### config.mk
export PLATFORM = sky130hd
export DESIGN_NAME = sync_frame_tx
export DESIGN_NICKNAME = d
export VERILOG_FILES = /design/src/rtl/sync_frame_pkg.sv /design/src/rtl/sync_frame_tx_piso_shift.sv /design/src/rtl/sync_frame_tx.sv
export SDC_FILE = /design/constraint.sdc
export NUM_CORES = 1
export LEC_CHECK = 0
export CAP_MARGIN = 20
export CORE_ASPECT_RATIO = 1.5
export CORE_MARGIN = 10
export CORE_UTILIZATION = 50
export DETAILED_ROUTE_END_ITERATION = 8
export PLACE_DENSITY_LB_ADDON = 0.05
export SETUP_SLACK_MARGIN = 0.15
export SLEW_MARGIN = 30
export SYNTH_ARGS = -nofsm -noshare
export SYNTH_HDL_FRONTEND = slang
export SYNTH_SLANG_ARGS = --single-unit
### constraint.sdc
create_clock -name clk -period 2.9 [get_ports clk]
set_input_delay 0.58 -clock clk [delete_from_list [all_inputs] [get_ports clk]]
set_output_delay 0.58 -clock clk [all_outputs]
set_load 0.01 [all_outputs]
### src/rtl/sync_frame_pkg.sv
// Shared types and constants for the sync-framed serial link.
// Holds the FSM state enum and the default sync pattern shared with the detector.
package sync_frame_pkg;

    typedef enum logic [1:0] {
        ST_IDLE,
        ST_SYNC,
        ST_DATA,
        ST_GAP
    } state_e;

    localparam int                    SYNC_W_DEF = 5;
    localparam logic [SYNC_W_DEF-1:0] SYNC_DEF   = 5'b10110;

    function automatic int max3(input int a, input int b, input int c);
        int m;
        m = a;
        if (b > m) m = b;
        if (c > m) m = c;
        return m;
    endfunction

endpackage

### src/rtl/sync_frame_tx_piso_shift.sv
// Parallel-in serial-out shift register: load a word, shift left, tap the MSB.
// Ports: clk, rst (async high), load, shift, din[W-1:0], msb (current top bit).
module piso_shift #(
    parameter int W = 8
) (
    input  logic         clk,
    input  logic         rst,
    input  logic         load,
    input  logic         shift,
    input  logic [W-1:0] din,
    output logic         msb
);

    logic [W-1:0] sr_q;
    logic [W-1:0] sr_d;

    always_comb begin
        sr_d = sr_q;
        if (load) begin
            sr_d = din;
        end else if (shift) begin
            sr_d = sr_q << 1;
        end
    end

    always_ff @(posedge clk or posedge rst) begin
        if (rst) begin
            sr_q <= '0;
        end else begin
            sr_q <= sr_d;
        end
    end

    assign msb = sr_q[W-1];

endmodule

### src/rtl/sync_frame_tx.sv
// Framed serial transmitter: sync pattern, payload MSB-first, then idle gap.
// Ports: clk, rst (async high), in_valid/in_data/in_ready handshake,
//        o serial line, o_valid, sync_active, busy, frame_done pulse.
module sync_frame_tx
    import sync_frame_pkg::*;
#(
    parameter int                DATA_W = 8,
    parameter int                SYNC_W = SYNC_W_DEF,
    parameter logic [SYNC_W-1:0] SYNC   = SYNC_DEF,
    parameter int                GAP    = 2
) (
    input  logic              clk,
    input  logic              rst,
    input  logic              in_valid,
    input  logic [DATA_W-1:0] in_data,
    output logic              in_ready,
    output logic              o,
    output logic              o_valid,
    output logic              sync_active,
    output logic              busy,
    output logic              frame_done
);

    localparam int CNT_MAX = max3(SYNC_W, DATA_W, GAP);
    localparam int CNT_W   = $clog2(CNT_MAX + 1);

    // Counter holds the number of cycles left in the current state after this one.
    localparam logic [CNT_W-1:0] SYNC_LAST = CNT_W'(SYNC_W - 1);
    localparam logic [CNT_W-1:0] DATA_LAST = CNT_W'(DATA_W - 1);
    localparam logic [CNT_W-1:0] GAP_LAST  = CNT_W'((GAP > 0) ? GAP - 1 : 0);

    state_e           state_q, state_d;
    logic [CNT_W-1:0] cnt_q, cnt_d;
    logic             o_q, o_d;
    logic             o_valid_q, o_valid_d;
    logic             sync_active_q, sync_active_d;
    logic             busy_q, busy_d;
    logic             frame_done_q, frame_done_d;
    logic             in_ready_q, in_ready_d;

    logic             accept;
    logic             data_shift;
    logic             sync_shift;
    logic             data_msb;
    logic             sync_msb;

    // in_ready_q is only set while idle, so it alone qualifies acceptance.
    assign accept = in_valid && in_ready_q;

    // The first sync bit goes out straight from the parameter on the
    // acceptance edge, so the sync register is loaded pre-shifted.
    piso_shift #(
        .W(SYNC_W)
    ) u_sync_sr (
        .clk  (clk),
        .rst  (rst),
        .load (accept),
        .shift(sync_shift),
        .din  (SYNC << 1),
        .msb  (sync_msb)
    );

    piso_shift #(
        .W(DATA_W)
    ) u_data_sr (
        .clk  (clk),
        .rst  (rst),
        .load (accept),
        .shift(data_shift),
        .din  (in_data),
        .msb  (data_msb)
    );

    always_comb begin
        state_d       = state_q;
        cnt_d         = cnt_q;
        o_d           = 1'b0;
        o_valid_d     = 1'b0;
        sync_active_d = 1'b0;
        frame_done_d  = 1'b0;
        in_ready_d    = 1'b0;
        data_shift    = 1'b0;
        sync_shift    = 1'b0;

        unique case (state_q)
            ST_IDLE: begin
                in_ready_d = 1'b1;
                if (accept) begin
                    state_d       = ST_SYNC;
                    cnt_d         = SYNC_LAST;
                    o_d           = SYNC[SYNC_W-1];
                    o_valid_d     = 1'b1;
                    sync_active_d = 1'b1;
                    in_ready_d    = 1'b0;
                end
            end
            ST_SYNC: begin
                o_valid_d = 1'b1;
                if (cnt_q != '0) begin
                    cnt_d         = cnt_q - CNT_W'(1);
                    o_d           = sync_msb;
                    sync_shift    = 1'b1;
                    sync_active_d = 1'b1;
                end else begin
                    state_d    = ST_DATA;
                    cnt_d      = DATA_LAST;
                    o_d        = data_msb;
                    data_shift = 1'b1;
                end
            end
            ST_DATA: begin
                if (cnt_q != '0) begin
                    cnt_d      = cnt_q - CNT_W'(1);
                    o_d        = data_msb;
                    data_shift = 1'b1;
                    o_valid_d  = 1'b1;
                end else begin
                    frame_done_d = 1'b1;
                    if (GAP > 0) begin
                        state_d = ST_GAP;
                        cnt_d   = GAP_LAST;
                    end else begin
                        state_d    = ST_IDLE;
                        cnt_d      = '0;
                        in_ready_d = 1'b1;
                    end
                end
            end
            ST_GAP: begin
                if (cnt_q != '0) begin
                    cnt_d = cnt_q - CNT_W'(1);
                end else begin
                    state_d    = ST_IDLE;
                    cnt_d      = '0;
                    in_ready_d = 1'b1;
                end
            end
            default: begin
                state_d = ST_IDLE;
                cnt_d   = '0;
            end
        endcase

        busy_d = (state_d != ST_IDLE);
    end

    always_ff @(posedge clk or posedge rst) begin
        if (rst) begin
            state_q       <= ST_IDLE;
            cnt_q         <= '0;
            o_q           <= 1'b0;
            o_valid_q     <= 1'b0;
            sync_active_q <= 1'b0;
            busy_q        <= 1'b0;
            frame_done_q  <= 1'b0;
            in_ready_q    <= 1'b0;
        end else begin
            state_q       <= state_d;
            cnt_q         <= cnt_d;
            o_q           <= o_d;
            o_valid_q     <= o_valid_d;
            sync_active_q <= sync_active_d;
            busy_q        <= busy_d;
            frame_done_q  <= frame_done_d;
            in_ready_q    <= in_ready_d;
        end
    end

    assign in_ready    = in_ready_q;
    assign o           = o_q;
    assign o_valid     = o_valid_q;
    assign sync_active = sync_active_q;
    assign busy        = busy_q;
    assign frame_done  = frame_done_q;

endmodule

; After elaboration in Yosys (flattened, before gate mapping)
; Index checks and enable logic that the tools add are counted.
[word_totals]
regBits = 25
[classes]
eq_ne = 4
muxes = 27
add_sub_neg = 1
reduce_logical = 6
[ops]
columns = operator, count
row1 = two-way mux 4 bit, 4
row2 = two-way mux 8 bit, 2
row3 = one-hot mux 4 bit (4 select lines), 1
row4 = two-way mux 5 bit, 2
row5 = two-way mux 1 bit, 8
row6 = two-way mux 2 bit, 4
row7 = one-hot mux 2 bit (4 select lines), 1
row8 = one-hot mux 1 bit (2 select lines), 3
row9 = one-hot mux 1 bit (3 select lines), 2
row10 = nonzero test 2 bit, 3
row11 = "equality test 2 bit, second input constant", 2
row12 = nonzero test 4 bit, 1
row13 = "subtractor 4 x 1 -> 4 bit, second input constant", 1
row14 = "equality test 2 x 1 -> 1 bit, second input constant", 1
row15 = logical NOT 2 bit, 1
row16 = "inequality test 2 bit, second input constant", 1
row17 = logical AND 1 bit, 1

; Depth between registers and ports, before layout
; Gate-level depths: netlist of run 1.
[logic_depth]
ltp_word = 5
depth_mapped = 7
ltp_nobuf = 6

; Cells and area by module
; From an unflattened synthesis of run 1, not the netlist that was laid out.
[unflattened]
hier_cells = 137
area_unflattened_um2 = 1366.3
[modules_own_cells]
columns = mod, area_per_inst_um2, cells_per_inst, instances
row1 = sync_frame_tx, 748.2, 79, 1
row2 = piso_shift (u_data_sr), 372.9, 35, 1
row3 = piso_shift (u_sync_sr), 245.2, 23, 1

; Worst setup path before layout of run 1
; Ideal clock, no wire load.
[synth_timing]
path_kind = reg2reg
start = reg cnt_q[0]
end = reg u_data_sr.sr_q[1]
path_buffers = 0
required_ps = 2763
setup_ps = 137
setup_slack_ps = 1085
t_arrival_ps = 1678
path_stages_with_launch = 7
path_cell_list = dfrtp_1 -> inv_1 -> ha_1 -> nor3b_4 -> mux2i_4 -> mux2i_1 -> a21oi_1
[synth_via]
elab_chain_cells = 4
elab_cells_between_ends = 5
classes_between = mux: 3 / reduce/logical: 2
[synth_lines]
columns = item, line
row1 = start: declaration, sync_frame_tx.sv:33  ; logic [CNT_W-1:0] cnt_q, cnt_d;
row2 = start signal: assignment, sync_frame_tx.sv:159  ; cnt_q <= cnt_d;
row3 = nonzero test 4 bit (*), "sync_frame_tx.sv:99, sync_frame_tx.sv:112"
row4 = two-way mux 1 bit (on tied branches), "sync_frame_tx.sv:112, sync_frame_tx.sv:99"
row5 = one-hot mux 1 bit (2 select lines) (*), sync_frame_tx.sv:85  ; unique case (state_q)
row6 = nonzero test 2 bit (no line) (*), --
row7 = end signal: assignment, sync_frame_tx_piso_shift.sv:30  ; sr_q <= sr_d;
row8 = end: declaration, sync_frame_tx_piso_shift.sv:14  ; logic [W-1:0] sr_q;
; Mark *: on every way between the ends. The rest lies on a longest branch, timed or not.
; A chain may end at the register's enable or synchronous reset.

; Worst setup path in the final report of run 1
[layout_timing]
start = reg cnt_q[0]
end = reg u_data_sr.sr_q[3]
; Same word-level chain as after synthesis.

==> impl_results.md, run 1 <==
* H-Tree Level Count at 1
* Final count of hold timing violations at 0
* Post-synthesis net count at 133
* Total power at 1560 uW
* CP max-delay cell: mux2i_4
* Peak VDD IR at approximately 530 uV
* CP Capture Type: flip-flop
* Site Rows at 21
* Avg Cell Area, Syn at 10.0 um^2
* Pwr Density at 1150 nW/um^2
* Post-route clock period utilization at 0.714
* Initial antenna violation count at 0
* Global-route wire length before repair at 3.70 mm
* Leak pwr at 0.000635 uW
* Pre-antenna DRT Iters at 4
* Reg2reg path depth at 6
* CP arrival at 2.25 ns
* # nets final at 149
* Register-to-register setup slack at around 0.83 ns
* RSZ-0062 raised after global routing: false
* R2R Path End: u_data_sr.sr_q[3]
* Global-route usage over all layers at 0.0961
* Synth area leader: dfrtp_1
* Number of buffers created by CTS at 3
* Clock-pin slew of the registers on the worst-case setup and hold paths at 0.13 ns
* Worst-Margin Slew at 0.849 ns
* DRT Wirelength at 2.15 mm
* Area share of the largest cell type after synthesis at 0.496
* Delay of the slowest critical-path stage at 0.49 ns
* Number of port buffers at 16
* Req. time, crit path at 3.08 ns
* Main synth FF type: dfrtp_1
* Clock Latency Late Sink at 0.31 ns
* Via density per instance at 5.58
* Top-count cell post-synth: dfrtp_1
* Min-Delay Startpoint: u_sync_sr.sr_q[2]
* # DRC at 0
* Worst slew margin at 0.433
* Gate Count Post-Synth at 116
* Vias in the first global route at 854
* Delay-heaviest family, CP: multiplexers
* Post-CTS sizing at 0
* Fill cells at roughly 200
* Die Height at 79.0 um
* Largest net degree at the start of global routing at 24
* Util after Layout at 0.608
* Hold EP: u_sync_sr.sr_q[2]
* Clk root buf: clkbuf_4
* HP Class: reg2reg
* TNS Setup at 0 ns
* Clock tree buffer depth at 2
* P_sw at 628 uW
* Post-synth EDFFs at 0
* Fin. max-slew vios at 0
* Worst R2R Start: cnt_q[0]
* Non-Filler Instances at 154
* Count of cell types in the netlist at 28
* Max Cap Viol at 0
* Clock share of power at 0.097
* Final Setup Violations at 0
* Comb pwr share at 0.541
* Worst path cell trace: inv_1 > ha_1 > nor3b_4 > mux2i_4 > mux2i_1 > a21oi_1
* Clk sinks at 23
* CTS tree: built
* Async set-reset flop share out of synthesis at 1.00
* Routed len/inst at ~14 um
* Status: finished, final reports clean
* Worst hold path depth at 2
* Final antenna-violating net count at 0
* Internal power at 930 uW
* Post-DP HPWL at 1.59 mm
* WP buf/inv at 1
* Setup CP Type: reg2reg
* Max Clock Freq at roughly 0.48 GHz
* Sequential fraction of the synthesis area at 0.496
* #FFs+latches synth at 23
* Vias at 860
* CP startpoint kind: flip-flop
* Gpl congestion at 0.820
* Yosys warning count at 0
* # diodes at 0
* Hold Buf Count CTS at 0
* Post-CTS Setup Inserts at 0
* Layout area overhead at 16.9%
* Die area at 4690 um^2
* Post-layout min period at 2.07 ns
* Sw frac at 0.403
* IO Pins at 17
* Grt ovf at 0
* Peak fanout along the critical path at 9
* Seq pwr share at 0.363
* Die extent in x at just under 60 um
* Std-Cell Core Area at 2230 um^2
* Placed insts at 150
* Starting DRT DRC Count at 14
* Setup Skew at ~0.0038 ns
* Synth top area cells: dfrtp_1 (50%), ha_1 (6.5%), a21oi_1 (6.0%)
* Initial core utilization at 0.520
* Layout cells sized above 1 at 0.0763
* Synth top cells by count: dfrtp_1 (23), a21oi_1 (14), nand2_1 (14)
* Post-Syn Area at 1160 um^2
## registers in the layout, indices dropped and copies added (netlist names)
signal and count:
u_data_sr.sr_q 8, cnt_q 4, u_sync_sr.sr_q 3, state_q 2
busy 1, frame_done 1, in_ready 1, o 1
o_valid 1, sync_active 1
## worst min-delay path, stage by stage, from the launching register on
cell	delay (ns)
dfrtp_1	0.37
nand2_1	0.06
nand2_1	0.06
## per-stage QoR
| step | cell area, um^2 | worst slack (ns) | hold WS [ns] |
|---|---|---|---|
| after floorplan | 1160 | 1.09 | 0.447 |
| after global placement | 1330 | 0.812 | 0.465 |
| after detailed placement | 1330 | 0.809 | 0.469 |
| after CTS | 1360 | 0.835 | 0.501 |
| after global routing | 1360 | 0.671 | 0.522 |
| final | 1360 | 0.830 | 0.507 |
## worst max-delay path by stage
stage	from	to	depth (start not counted)	slack [ns]
5_1_grt	cnt_q[0]	u_data_sr.sr_q[6]	6	0.67
6_report	cnt_q[0]	u_data_sr.sr_q[3]	6	0.83
4_1_cts	cnt_q[0]	u_data_sr.sr_q[3]	6	0.83
3_5_place_dp	in_valid	busy	4	0.81
2_1_floorplan	cnt_q[0]	u_data_sr.sr_q[1]	6	1.09
3_3_place_gp	in_valid	busy	5	0.81
## final cells by class
cell class	instances	area, um^2	share of cell area
sequential	23	576	0.424
multi-input combinational	82	543	0.400
timing repair buffer	16	160	0.118
tap	23	28.8	0.0212
clock buffer	3	22.5	0.0166
inverter	6	22.5	0.0166
clock inverter	1	5.00	0.00369
## kinds of logic after synthesis
kind of cell    synth area share
xor+xnor                 0.00754
simple gates               0.170
buf+inv                   0.0366
compound gates             0.145
mux                       0.0797
flops                      0.496
fa+ha+maj                 0.0647
## layer usage
layer  global-route usage  wire [um]
met5                    0          0
met4               0.0461         29
met3               0.0175        118
met2                0.158       1070
met1                0.115        939
## power groups by stage
stage	Combinational (uW)	Sequential [uW]	Clock (uW)
2_1_floorplan	649	568	0
3_3_place_gp	828	569	0
3_5_place_dp	848	573	0
4_1_cts	850	566	156
5_1_grt	952	585	163
6_report	843	565	150
## placed cells by master, fill, tap and decap left out, drive strengths merged, types with 2 or more instances in the layout
cell type / count
clkdlybuf4s50: 16
a31oi: 2
nand3: 7
clkbuf: 3
inv: 6
nor2: 11
mux2i: 8
ha: 6
dfrtp: 23
a21oi: 14
nor3: 4
a32o: 2
nand2: 14
and2: 2
Note: power is estimated with default switching activity, not from simulation.
==> run 2: changes to the inputs <==
CORE_UTILIZATION = 47   (was 50)
clock period = 1.9 ns   (was 2.9 ns; I/O delays follow)
==> impl_results.md, run 2 (synthesized netlist as in run 1, its figures left out) <==
* CP arrival at 1.94 ns (-0.31 ns)
* # nets final at 157 (+5.4%)
* Worst slew margin at 0.751 (+0.318)
* CP Capture Type: flip-flop
* Status: finished, final reports clean
* Site Rows at 22 (+4.8%)
* Setup Skew at 0.00488 ns (+0.00104 ns)
* Starting DRT DRC Count at 14 (unchanged)
* Gpl congestion at 0.828 (+0.95%)
* Non-Filler Instances at 163 (+5.8%)
* Die area at 4900 um^2 (+4.5%)
* CP max-delay cell: dfrtp_1
* Final antenna-violating net count at 0 (unchanged)
* Placed insts at 155 (+3.3%)
* Delay-heaviest family, CP: multiplexers
* Leak pwr at 0.000677 uW (+6.6%)
* Pwr Density at 1780 nW/um^2 (+55%)
* Post-DP HPWL at 1.74 mm (+9.0%)
* Register-to-register setup slack at 0.16 ns (-0.67 ns)
* Top reg by flops: u_data_sr.sr_q
* Clk sinks at 23 (unchanged)
* Fin. max-slew vios at 0 (unchanged)
* Clk root buf: clkbuf_4
* WP buf/inv at 2 (+1)
* Global-route usage over all layers at 0.0998 (+0.00375)
* Most frequent cells in the layout: dfrtp_1 (23), clkdlybuf4s50_1 (16), nand2_1 (14), a21oi_1 (14), nor2_1 (11)
* Hold Buf Count CTS at 0 (unchanged)
* Via density per instance at 5.69 (+1.8%)
* Peak fanout along the critical path at 8 (-1)
* Commonest non-fill, non-tap cell in the layout: dfrtp_1
* Std-Cell Core Area at 2390 um^2 (+7.2%)
* HP Class: in2async
* Post-route clock period utilization at 0.914 (+0.200)
* Layout area overhead at 24.8%
* Final count of hold timing violations at 0 (unchanged)
* Final Setup Violations at 0 (unchanged)
* Peak VDD IR at 894 uV (+69%)
* DRT Wirelength at 2.41 mm (+12%)
* WHS at 0.390 ns (-0.116 ns)
* IO Pins at 17 (unchanged)
* Number of buffers created by CTS at 3 (unchanged)
* Global-route wire length before repair at 3.89 mm (+5.2%)
* Initial antenna violation count at 0 (unchanged)
* Delay of the slowest critical-path stage at 0.43 ns (-0.06 ns)
* Routed len/inst at 14.8 um (+5.5%)
* CP startpoint kind: flip-flop
* Worst Slack Setup Final at 0.164 ns (-0.666 ns)
* Die Height at 80.9 um (+2.3%)
* Vias at 927 (+7.8%)
* # DRC at 0 (unchanged)
* Largest net degree at the start of global routing at 24 (unchanged)
* Setup CP Type: reg2reg
* H-Tree Level Count at 1 (unchanged)
* Largest registers: u_data_sr.sr_q x8, cnt_q x4, u_sync_sr.sr_q x3
* Clock tree buffer depth at 2 (unchanged)
* Max Clock Freq at 0.576 GHz (+19%)
* Pre-antenna DRT Iters at 4 (unchanged)
* # diodes at 0 (unchanged)
* Util after Layout at 0.605 (-0.00283)
* Clock-pin slew of the registers on the worst-case setup and hold paths at 0.13 ns (about the same)
* Grt ovf at 0 (unchanged)
* RSZ-0062 raised after global routing: true
* TNS Setup at 0 ns (unchanged)
* Clock Latency Late Sink at 0.31 ns (about the same)
* Post-layout min period at 1.74 ns (-0.334 ns)
* Req. time, crit path at 2.10 ns (-0.98 ns)
* Initial core utilization at 0.485 (-0.0350)
* CTS tree: built
* Die extent in x at 60.6 um (+2.1%)
* Pre-CTS setup slack at 0.108 ns (-0.701 ns)
* Number of port buffers at 16 (unchanged)
* Layout cells sized above 1 at 0.165 (+0.0891)
* Max reg flops at 8 (unchanged)
* Max Cap Viol at 0 (unchanged)
* Worst-Margin Slew at 0.370 ns (-0.479 ns)
* Worst path cell trace: inv_2 > ha_4 > nor3b_4 > mux2i_4 > buf_12 > mux2i_1 > a21oi_1
* Vias in the first global route at 901 (+5.5%)
==> run 2: cell count changes in the layout (fill, tap and decap cells not counted), moves of 2 or more <==
cell,delta
ha_1,-2
inv_1,-2
inv_2,+2
buf_4,+7
==> run 2: through the flow <==
step / instance area [um^2] / total power, uW
3_5_place_dp: 1360 / 2220
3_3_place_gp: 1360 / 2190
6_report: 1450 / 2580
5_1_grt: 1450 / 2810
4_1_cts: 1410 / 2540
2_1_floorplan: 1160 / 1860
==> run 2: power breakdown <==
group	switching [uW]	internal [uW]	total, uW
combinational	728	760	1490
sequential	146	721	867
clock	147	78.7	225
total	1020	1560	2580
==> run 2: layout make-up <==
cell class | instances | area [um^2]
timing repair buffer | 24 | 233
clock buffer | 3 | 22.5
clock inverter | 1 | 5.00
fill | 219 | 946
sequential | 23 | 576
multi-input combinational | 82 | 561
inverter | 6 | 22.5
tap | 24 | 30.0
==> run 2: what timing repair did <==
action,4_1_cts,5_1_grt
pin swaps,0,7
cloned,0,0
setup endpoints to repair,9,11
resized for setup,1,4
buffers inserted,1,3
==> run 2: layer usage <==
| metal | vias up | track usage | part of all wire |
|---|---|---|---|
| li1 | 449 | - | - |
| met1 | 449 | 0.121 | 0.43 |
| met2 | 25 | 0.161 | 0.51 |
| met3 | 4 | 0.0203 | 0.046 |
| met4 | 0 | 0.0507 | 0.010 |
| met5 | - | 0 | 0 |
==> run 2: tightest hold or removal path, delay by kind of cell <==
family	cells	cell delay (ns)
buffers and inverters	3	0.72
==> run 2: final timing paths <==
kind                       cells past startpoint         startpoint                end
max reg2reg                                    7           cnt_q[0]  u_data_sr.sr_q[5]
max                                            7           cnt_q[0]  u_data_sr.sr_q[5]
min                                            3                rst  u_sync_sr.sr_q[3]
max in group asynchronous                      3                rst         state_q[0]
min in group clk                               2  u_sync_sr.sr_q[2]  u_sync_sr.sr_q[2]
min reg2reg                                    2  u_sync_sr.sr_q[2]  u_sync_sr.sr_q[2]
==> run 3: changes to the inputs <==
CORE_MARGIN = not set   (was 10)
CTS_CLUSTER_DIAMETER = 80   (was not set)
==> impl_results.md, run 3 (synthesized netlist as in run 1, its figures left out) <==
* Status: finished, final reports clean
* Largest registers: u_data_sr.sr_q x8, cnt_q x4, u_sync_sr.sr_q x3
* Clock Latency Late Sink at 0.32 ns (about the same)
* Sw frac at 0.393 (-0.00244)
* Pwr Density at 1800 nW/um^2 (+0.80%)
* Pre-antenna DRT Iters at 4 (unchanged)
* Setup Skew at 0.00488 ns (+0.00000247 ns)
* HP Class: in2async
* Initial antenna violation count at 0 (unchanged)
* Seq pwr share at 0.334 (-0.002)
* Post-layout min period at 1.72 ns (-0.0194 ns)
* Die extent in x at 42.6 um (-30%)
* Final count of hold timing violations at 0 (unchanged)
* RSZ-0062 raised after global routing: true
* IO Pins at 17 (unchanged)
* Max reg flops at 8 (unchanged)
* Post-route clock period utilization at 0.904 (-0.0102)
* Most frequent cells in the layout: dfrtp_1 (23), clkdlybuf4s50_1 (16), nand2_1 (14), a21oi_1 (14), nor2_1 (11)
* Global-route usage over all layers at 0.183 (+0.0834)
* Setup CP Type: reg2reg
* # diodes at 0 (unchanged)
* Max Clock Freq at 0.583 GHz (+1.1%)
* Vias at 908 (-2.0%)
* Global-route wire length before repair at 3.84 mm (-1.4%)
* CP max-delay cell: dfrtp_1
* TNS Setup at 0 ns (unchanged)
* CP Capture Type: flip-flop
* Req. time, crit path at 2.11 ns (about the same)
* Peak fanout along the critical path at 7 (-1)
* Fill cells at 188 (-14%)
* Commonest non-fill, non-tap cell in the layout: dfrtp_1
* Fin. max-slew vios at 0 (unchanged)
* Clock share of power at 0.089 (+0.002)
* Vias in the first global route at 872 (-3.2%)
* Number of buffers created by CTS at 3 (unchanged)
* H-Tree Level Count at 1 (unchanged)
* Peak VDD IR at 1060 uV (+18%)
* Clock-pin slew of the registers on the worst-case setup and hold paths at 0.12 ns (about the same)
* Die area at 2680 um^2 (-45%)
* Leak pwr at 0.000674 uW (-0.34%)
* Std-Cell Core Area at 2290 um^2 (-4.5%)
* Die Height at 62.9 um (-22%)
* Grt ovf at 0 (unchanged)
* P_sw at 1020 uW (about the same)
* Site Rows at 21 (-4.5%)
* Reg2reg path depth at 7 (unchanged)
* Layout cells sized above 1 at 0.158 (-0.00719)
* # DRC at 0 (unchanged)
* CP arrival at 1.93 ns (about the same)
* Starting DRT DRC Count at 22 (+8)
* Max Cap Viol at 0 (unchanged)
* Gpl congestion at 0.756 (-8.7%)
* Via density per instance at 5.60 (-1.4%)
* Clk root buf: clkbuf_4
* Worst slew margin at 0.770 (+0.0183)
* CTS tree: built
* Number of port buffers at 16 (unchanged)
* Worst-Margin Slew at 0.343 ns (-0.0272 ns)
* Largest net degree at the start of global routing at 24 (unchanged)
* Initial core utilization at 0.508 (+0.0231)
* Worst R2R Start: cnt_q[1]
* Routed len/inst at 13.7 um (-7.2%)
* Register-to-register setup slack at 0.18 ns (+0.02 ns)
* Internal power at 1580 uW (+1.0%)
* CP startpoint kind: flip-flop
* Clock tree buffer depth at 2 (unchanged)
* Post-DP HPWL at 1.59 mm (-8.1%)
* R2R Path End: u_data_sr.sr_q[1]
* Final antenna-violating net count at 0 (unchanged)
* # nets final at 157 (unchanged)
* Worst path cell trace: inv_2 > ha_4 > nor3b_4 > mux2i_4 > buf_12 > mux2i_1 > a21oi_1
* Clk sinks at 23 (unchanged)
* Util after Layout at 0.633 (+0.0277)
* Critical Path Sink: u_data_sr.sr_q[1]
* Comb pwr share at 0.577 (about the same)
* Delay of the slowest critical-path stage at 0.42 ns (about the same)
* Final Setup Violations at 0 (unchanged)
* Top reg by flops: u_data_sr.sr_q
* Worst Setup SP: cnt_q[1]
* DRT Wirelength at 2.22 mm (-7.7%)
* Layout area overhead at 24.6%
-- run 3: layout make-up --
class                   count  area (um^2)  area share
multi-input cells          82          561       0.388
flip-flops and latches     23          576       0.398
well taps                  23         28.8      0.0199
clock buffers               4         26.3      0.0182
inverters                   6         22.5      0.0156
repair buffers             24          233       0.161
-- run 3: worst min path at each step --
stage                     slack [ns]                 to
after floorplan                 0.38               busy
after global placement          0.47  u_sync_sr.sr_q[2]
after detailed placement        0.47  u_sync_sr.sr_q[2]
after CTS                       0.39        sync_active
after global routing            0.43        sync_active
final                           0.38  u_sync_sr.sr_q[2]
-- run 3: repair_timing --
action                     CTS  global route
pin swaps                    0             6
resized for setup            1             4
gates cloned                 0             0
setup buffers                2             2
setup endpoints to repair    8            10
hold buffers                 0             0
-- run 3: power by group through the flow --
stage | Combinational, uW | Clock [uW] | Sequential [uW]
floorplan | 992 | 0 | 869
global placement | 1310 | 0 | 870
detailed placement | 1340 | 0 | 880
CTS | 1450 | 237 | 871
global route | 1660 | 253 | 893
finish | 1500 | 230 | 867
-- run 3: critical path, delay by kind of cell, from the launching register on --
family / cells / cell delay (ns)
mux: 2 / 0.50
flops: 1 / 0.42
simple gates: 1 / 0.25
buf+inv: 2 / 0.24
fa+ha+maj: 1 / 0.12
compound gates: 1 / 0.09
-- run 3: per-stage QoR --
step	setup slack (ns)	power [uW]	instance area (um^2)	std cells	hold WS (ns)
after global placement	0.156	2180	1360	154	0.470
after global routing	0.0908	2810	1450	162	0.425
after floorplan	0.102	1860	1160	116	0.382
after detailed placement	0.126	2220	1360	154	0.472
after CTS	0.165	2560	1420	160	0.394
final	0.183	2600	1450	162	0.383
-- run 3: layer usage --
layer | vias to the layer above | wire (um) | global-route usage
met5 | - | 0 | 0
met2 | 22 | 1140 | 0.312
met3 | 2 | 63 | 0.0202
met1 | 434 | 978 | 0.238
met4 | 0 | 34 | 0.0625
li1 | 450 | - | -
